==> src/rtl/game_timer_ctrl.sv <==
// game_timer_ctrl: master-end controller for a cascaded BCD countdown chain.
// Issues the reload and paced decrement strobes and reports run/pause/timeout status.
module game_timer_ctrl #(
  parameter int TICK_DIV = 50000000,
  parameter int CNT_W    = 26,
  parameter int TCNT_W   = 16
) (
  input  logic              clk,
  input  logic              rst,
  input  logic              start,
  input  logic              pause,
  input  logic              zero_in,
  output logic              reconfig,
  output logic              bdn,
  output logic              time_up,
  output logic              running,
  output logic              paused,
  output logic [TCNT_W-1:0] tick_count
);

  typedef enum logic [2:0] {
    IDLE  = 3'd0,
    LOAD  = 3'd1,
    RUN   = 3'd2,
    PAUSE = 3'd3,
    DONE  = 3'd4
  } state_t;

  localparam logic [CNT_W-1:0]  PRESC_MAX = CNT_W'(TICK_DIV - 1);
  localparam logic [TCNT_W-1:0] TICK_SAT  = {TCNT_W{1'b1}};

  state_t              state_r;
  state_t              state_next_s;
  logic [CNT_W-1:0]    presc_r;
  logic [TCNT_W-1:0]   tick_r;
  logic                armed_r;
  logic                bdn_r;
  logic                start_q_r;
  logic                pause_q_r;
  logic                start_en_r;
  logic                pause_en_r;
  logic                start_rise_s;
  logic                pause_rise_s;
  logic                advance_s;
  logic                wrap_s;

  // The enables stay low until an input is seen low, so a level held through reset is not an edge.
  assign start_rise_s = start & ~start_q_r & start_en_r;
  assign pause_rise_s = pause & ~pause_q_r & pause_en_r;
  assign advance_s    = (state_r == RUN) && (state_next_s == RUN);
  assign wrap_s       = advance_s && (presc_r == PRESC_MAX);

  // State register.
  always_ff @(posedge clk) begin
    if (!rst) begin
      state_r <= IDLE;
    end else begin
      state_r <= state_next_s;
    end
  end

  // Next-state decode with restart > timeout > pause priority in RUN.
  always_comb begin
    state_next_s = state_r;
    case (state_r)
      IDLE: begin
        if (start_rise_s) state_next_s = LOAD;
        else              state_next_s = IDLE;
      end
      LOAD: begin
        state_next_s = RUN;
      end
      RUN: begin
        if (start_rise_s)              state_next_s = LOAD;
        else if (zero_in && armed_r)   state_next_s = DONE;
        else if (pause_rise_s)         state_next_s = PAUSE;
        else                           state_next_s = RUN;
      end
      PAUSE: begin
        if (start_rise_s)      state_next_s = LOAD;
        else if (pause_rise_s) state_next_s = RUN;
        else                   state_next_s = PAUSE;
      end
      DONE: begin
        if (start_rise_s) state_next_s = LOAD;
        else              state_next_s = DONE;
      end
      default: begin
        state_next_s = IDLE;
      end
    endcase
  end

  // Edge-detect history, prescaler, strobe counter and the registered decrement pulse.
  always_ff @(posedge clk) begin
    if (!rst) begin
      start_q_r  <= 1'b0;
      pause_q_r  <= 1'b0;
      start_en_r <= 1'b0;
      pause_en_r <= 1'b0;
      presc_r    <= {CNT_W{1'b0}};
      tick_r     <= {TCNT_W{1'b0}};
      armed_r    <= 1'b0;
      bdn_r      <= 1'b0;
    end else begin
      start_q_r <= start;
      pause_q_r <= pause;
      if (!start) start_en_r <= 1'b1;
      if (!pause) pause_en_r <= 1'b1;
      if (state_next_s == LOAD) begin
        presc_r <= {CNT_W{1'b0}};
        tick_r  <= {TCNT_W{1'b0}};
        armed_r <= 1'b0;
        bdn_r   <= 1'b0;
      end else if (wrap_s) begin
        presc_r <= {CNT_W{1'b0}};
        armed_r <= 1'b1;
        bdn_r   <= 1'b1;
        if (tick_r != TICK_SAT) tick_r <= tick_r + {{(TCNT_W-1){1'b0}}, 1'b1};
      end else begin
        bdn_r <= 1'b0;
        if (advance_s) presc_r <= presc_r + {{(CNT_W-1){1'b0}}, 1'b1};
      end
    end
  end

  // Moore status decode.
  always_comb begin
    reconfig = 1'b0;
    running  = 1'b0;
    paused   = 1'b0;
    time_up  = 1'b0;
    case (state_r)
      LOAD:    reconfig = 1'b1;
      RUN:     running  = 1'b1;
      PAUSE:   paused   = 1'b1;
      DONE:    time_up  = 1'b1;
      default: reconfig = 1'b0;
    endcase
  end

  assign bdn        = bdn_r;
  assign tick_count = tick_r;

endmodule

==> config.mk <==
export PLATFORM = sky130hd
export DESIGN_NAME = game_timer_ctrl
export DESIGN_NICKNAME = d
export VERILOG_FILES = /design/src/rtl/game_timer_ctrl.sv
export SDC_FILE = /design/constraint.sdc
export NUM_CORES = 1
export LEC_CHECK = 0
export ABC_CLOCK_PERIOD_IN_PS = 5500
export BUFFER_PORTS_ARGS = -buffer_cell sky130_fd_sc_hd__buf_2
export CORE_MARGIN = 2
export CORE_UTILIZATION = 62
export CTS_CLUSTER_SIZE = 12
export DETAILED_ROUTE_END_ITERATION = 8
export PLACE_DENSITY = 0.83
export SLEW_MARGIN = 20
export SYNTH_ARGS = -nofsm -noshare
export SYNTH_HDL_FRONTEND = slang
export SYNTH_SLANG_ARGS = --single-unit
==> constraint.sdc <==
create_clock -name clk -period 5.5 [get_ports clk]
set_input_delay 1.1 -clock clk [delete_from_list [all_inputs] [get_ports clk]]
set_output_delay 1.1 -clock clk [all_outputs]
set_load 0.02 [all_outputs]
Word level (Yosys, flattened, before mapping)
Index checks and enable logic that the tools add are counted.

operators by class
  equal/unequal tests = 8
  multipliers = 0
  muxes and demuxes = 13
  add/subtract/negate cells = 2
  shifts and indexed selects = 0
  bitwise operators = 7
  div/mod/pow operators = 0
  $lt $le $gt $ge = 0
  reduce and logical (&&, ||, !) cells = 7

operator list
  kind                                                              count
  26-bit by 1-bit adder with 26-bit output (second input constant)  1
  26-bit == test (second input constant)                            1
  16-bit by 1-bit adder with 16-bit output (second input constant)  1
  16-bit != test (second input constant)                            1
  3-bit case mux with 5 select lines                                1
  3-bit by 2-bit == test with 1-bit output (second input constant)  3
  3-bit 2-to-1 mux                                                  3
  1-bit 2-to-1 mux                                                  8
  3-bit by 1-bit == test with 1-bit output (second input constant)  2
  1-bit bitwise AND                                                 4
  3-bit == test (second input constant)                             1
  1-bit logical AND                                                 3
  3-bit zero test                                                   1
  1-bit NOT                                                         3
  3-bit OR reduction                                                1
  2-bit 2-to-1 mux                                                  1
  2-bit AND reduction                                               1
  2-bit OR reduction                                                1

storage, ports and cells
  bits in registers = 51
  output and inout bits = 21
  input port bits = 5
  latch bits = 0
  memory bits (writable) = 0
  logic and storage cells = 46
  memories kept = 0
  memory bits (read-only) = 0

Depth between registers and ports, before layout
  depth after elaboration = 11
  depth in mapped cells = 8
  depth with buffers taken out = 6

Worst setup path after synthesis
OpenSTA, ideal clock, no wires.

  path type = in2reg
  start = input start
  end = register tick_r[2] (netlist: tick_count[2])
  required time = 5,427 ps
  stages = 6
  buffers on the path = 1
  setup time = 73 ps
  data arrival time = 2,811 ps
  path slack = 2,616 ps
  cells stage by stage = nand3b_1 > nand4_1 > or4_1 > clkbuf_1 > or3_1 > a21oi_1

between the ends
  word-level cells in the longest chain between the ends = 8
  elaborated cells on any way between the ends = 13
  those cells by class = 2 x eq/ne; 5 x mux; 2 x bitwise; 4 x reduce/logical

ends and longest elaborated chain
  element                                   RTL line  text
  start: declaration                        10        input logic start,
  1-bit bitwise AND * (2 in a row)          48        assign start_rise_s = start & ~start_q_r & start_en_r;
  3-bit 2-to-1 mux (tied with other cells)  85        if (start_rise_s) state_next_s = LOAD;
  3-bit case mux with 5 select lines *      65        case (state_r)
  3-bit by 2-bit == test with 1-bit output  50        assign advance_s = (state_r == RUN) && (state_next_s == RUN);
  1-bit logical AND                         50
  1-bit logical AND                         51        assign wrap_s = advance_s && (presc_r == PRESC_MAX);
  2-bit AND reduction (no source line)      --
  end signal: assignment                    102       tick_r <= {TCNT_W{1'b0}};
  end signal: assignment                    112       tick_r <= {TCNT_W{1'b0}};
  end signal: assignment                    119       if (tick_r != TICK_SAT) tick_r <= tick_r + {{(TCNT_W-1){1'b0}}, 1'b1};
  end: declaration                          35        logic [TCNT_W-1:0] tick_r;

Mark *: on every way between the ends. The rest lies on a longest branch, timed or not.
A chain may end at the register's enable or synchronous reset.

Final worst setup path
  start = input start
  end = register tick_r[6] (netlist: tick_count[6])

The elaborated chain is that of the path after synthesis.

==> out/qor.txt <==
Post-synth ARST share = 0%
Antenna Violating Nets Remaining = 0
Startpoint Class = input port
Status = finished clean
Biggest register = presc_r
Post-Syn Instances = 297
CTS tree = done
Setup TNS = 0 ns
Vias/cell = 6.04
Part of the cycle the worst path needs = 56.2%
Share of layout cells above drive strength 1 = 11.8%
Required @ worst endpoint = 5.74 ns
Syn_nets = 304
DRC errors left = 0
Layout Nets = 329
Worst-path clk slew = 0.09 ns
Cts hold-fix bufs = 0
Setup Fix Bufs, Post-CTS = 0
Library cells used by synthesis = 40
Vias in the first global route = 1954
Number of synthesis warnings = 0
Hold Crit Class = reg -> reg
Post-cts gate resize count = 0
Fin. max-slew vios = 0
Number of CTS-inserted buffers = 5
FF/Latch Area = 1020 um2
Dpl ws = 2.12 ns
Post-Syn Area = 2480 um2
VDD IR max = 0.177 mV
CTS Buffer Depth = 2
I/O Pins = 26
Root Driver = clkbuf_8
Antenna Cells = 0
Die Y = 67.2 um
Sequential share of power = 59.0%
Max FFs per register = 26
Multi-input gate area = 1390 um2
TritonCTS sink count = 51
Main synth FF type = dfxtp_1
Comb pwr share = 3.9%
IO buf count = 25
Sw frac = 22.2%
TritonRoute pass-1 iters = 4
CTS H-tree lvls = 2
Routed wire length = 5270 um
Max cap viols = 0
Largest net degree at the start of global routing = 25
Tot GR Track Use = 26.0%
Post-synth EDFFs = 0
Clock power frac = 37.1%
Setup violators final = 0
Syn Area/Cell = 8.35 um2
Critical Path End Type = flip-flop
Initial Util = 66.2%
DR WL/cell = 14.2 um
Synth-to-layout area growth = 10.2%
Hold Path Stages = 2
Latest clock arrival within the worst-skew pair = 0.31 ns
Initial antenna violation count = 0
Setup ws final = 2.41 ns
Net Sw Power = 141 uW
Core region area = 3740 um2
Yosys reg bits = 51
Lkg Pwr = 0.000916 uW
Global route overflow = 0
DR vias = 2241
1st-iter DRT viols = 187
Number of fill cells in the layout = 295
Die Area = 4520 um2
Final Critical Period = 3.09 ns
Crit Path Category = in -> reg
Post-synthesis sequential area ratio = 41.2%
Pwr/cell area = 232 nW/um2
Global-route wire length before repair = 8830 um
Critical path fanouts, max = 16
Gpl congestion = 0.864
R2R depth = 6
Post-detail-place hpwl = 3720 um
Final hold vios = 0
Site Rows = 22
F_max = 323 MHz
CP Data Arrival Time = 3.33 ns
Pint = 494 uW
Die width = 67.2 um
Worst-case clock skew = 0.00630 ns
Slew of the pin with the lowest slew margin = 0.839 ns
Rel. slew slack = 43.9%
RSZ-0062 raised after global routing = no
power groups by stage:
stage / combinational (uW) / sequential (uW) / clock [uW]
after floorplan: 16.2 / 382 / 0
after global placement: 23.7 / 383 / 0
after detailed placement: 24.2 / 383 / 0
after CTS: 24.4 / 374 / 239
after global routing: 27.5 / 375 / 251
final: 24.5 / 374 / 236
per-stage QoR:
step,std cells,instance area [um2],util [%],power (uW),hold slack [ns]
global placement,363,2630,70.4,406,0.437
global route,371,2730,73.0,654,0.489
finish,371,2730,73.0,635,0.465
detailed placement,363,2630,70.4,407,0.448
CTS,371,2730,73.0,638,0.461
floorplan,297,2480,-,399,0.426
cell families (layout without fill, tap and decap cells):
group | Yosys count | count (layout) | synth area share, %
and+or+nand+nor | 161 | 161 | 36.5
DFF | 51 | 51 | 41.2
AOI/OAI and AO/OA | 39 | 39 | 8.63
xor gates and xnor gates | 24 | 24 | 8.48
buffers and inverters | 17 | 43 | 2.93
muxes | 3 | 3 | 1.26
adders and majority gates | 2 | 2 | 1.01
cells in the final DEF (no fill, tap or decap), types with 3 or more instances in the layout:
master / instances
dfxtp_1: 51
nor2_1: 39
buf_2: 25
xnor2_1: 23
nand2_1: 22
a21oi_1: 19
nand4_1: 15
o21ai_0: 13
nor3_1: 12
nor4_1: 12
or3_1: 12
inv_1: 9
nand3_1: 9
or4_1: 7
clkbuf_8: 7
and3_1: 6
and4_1: 6
and2_1: 5
nand2b_1: 3
metal layers:
layer	wire [um]	GRT usage, %
met1	2590	35.4
met2	2370	41.1
met3	218	4.50
met4	85	9.95
met5	0	0
layout make-up:
| cell class | count | share of cell area, % |
|---|---|---|
| repair buffers | 26 | 4.85 |
| clock buffers | 8 | 3.66 |
| well taps | 48 | 2.20 |
| multi-input cells | 229 | 50.7 |
| flip-flops and latches | 51 | 37.3 |
| inverters | 9 | 1.24 |
cell usage after synthesis, drive strengths merged (2+ instances only):
cell type | instances | share of area, %
nor3b | 2 | 1.1
and2 | 5 | 1.3
buf | 2 | 0.66
mux2i | 2 | 0.81
dfxtp | 51 | 41
and4 | 6 | 2.1
inv | 9 | 1.4
clkbuf | 6 | 0.91
nand2 | 22 | 3.3
ha | 2 | 1.0
nand3 | 9 | 1.8
nand3b | 2 | 0.61
or3 | 12 | 3.0
xnor2 | 23 | 8.1
or4 | 8 | 2.6
and3 | 6 | 1.5
nor3 | 12 | 2.4
nand4 | 16 | 4.6
a21oi | 19 | 3.8
nand2b | 3 | 0.76
and4b | 2 | 0.81
nor2 | 39 | 5.9
o21ai | 14 | 2.8
nor4 | 12 | 3.0
nor4bb | 2 | 0.81
o31ai | 2 | 0.61
worst max-delay path, stage by stage:
cell,delay [ns]
buf_2,0.12
nand3b_1,0.29
nand4_1,0.36
or4_1,0.84
or4_1,0.54
o21ai_0,0.08
worst paths after layout:
kind | endpoint | from | slack (ns)
setup / recovery | tick_count[6] | start | 2.41
hold / removal | pause_en_r | pause_en_r | 0.46
setup reg to reg | tick_count[6] | presc_r[0] | 2.86
hold reg to reg | pause_en_r | pause_en_r | 0.46
Power figures use the tool's default switching activity.
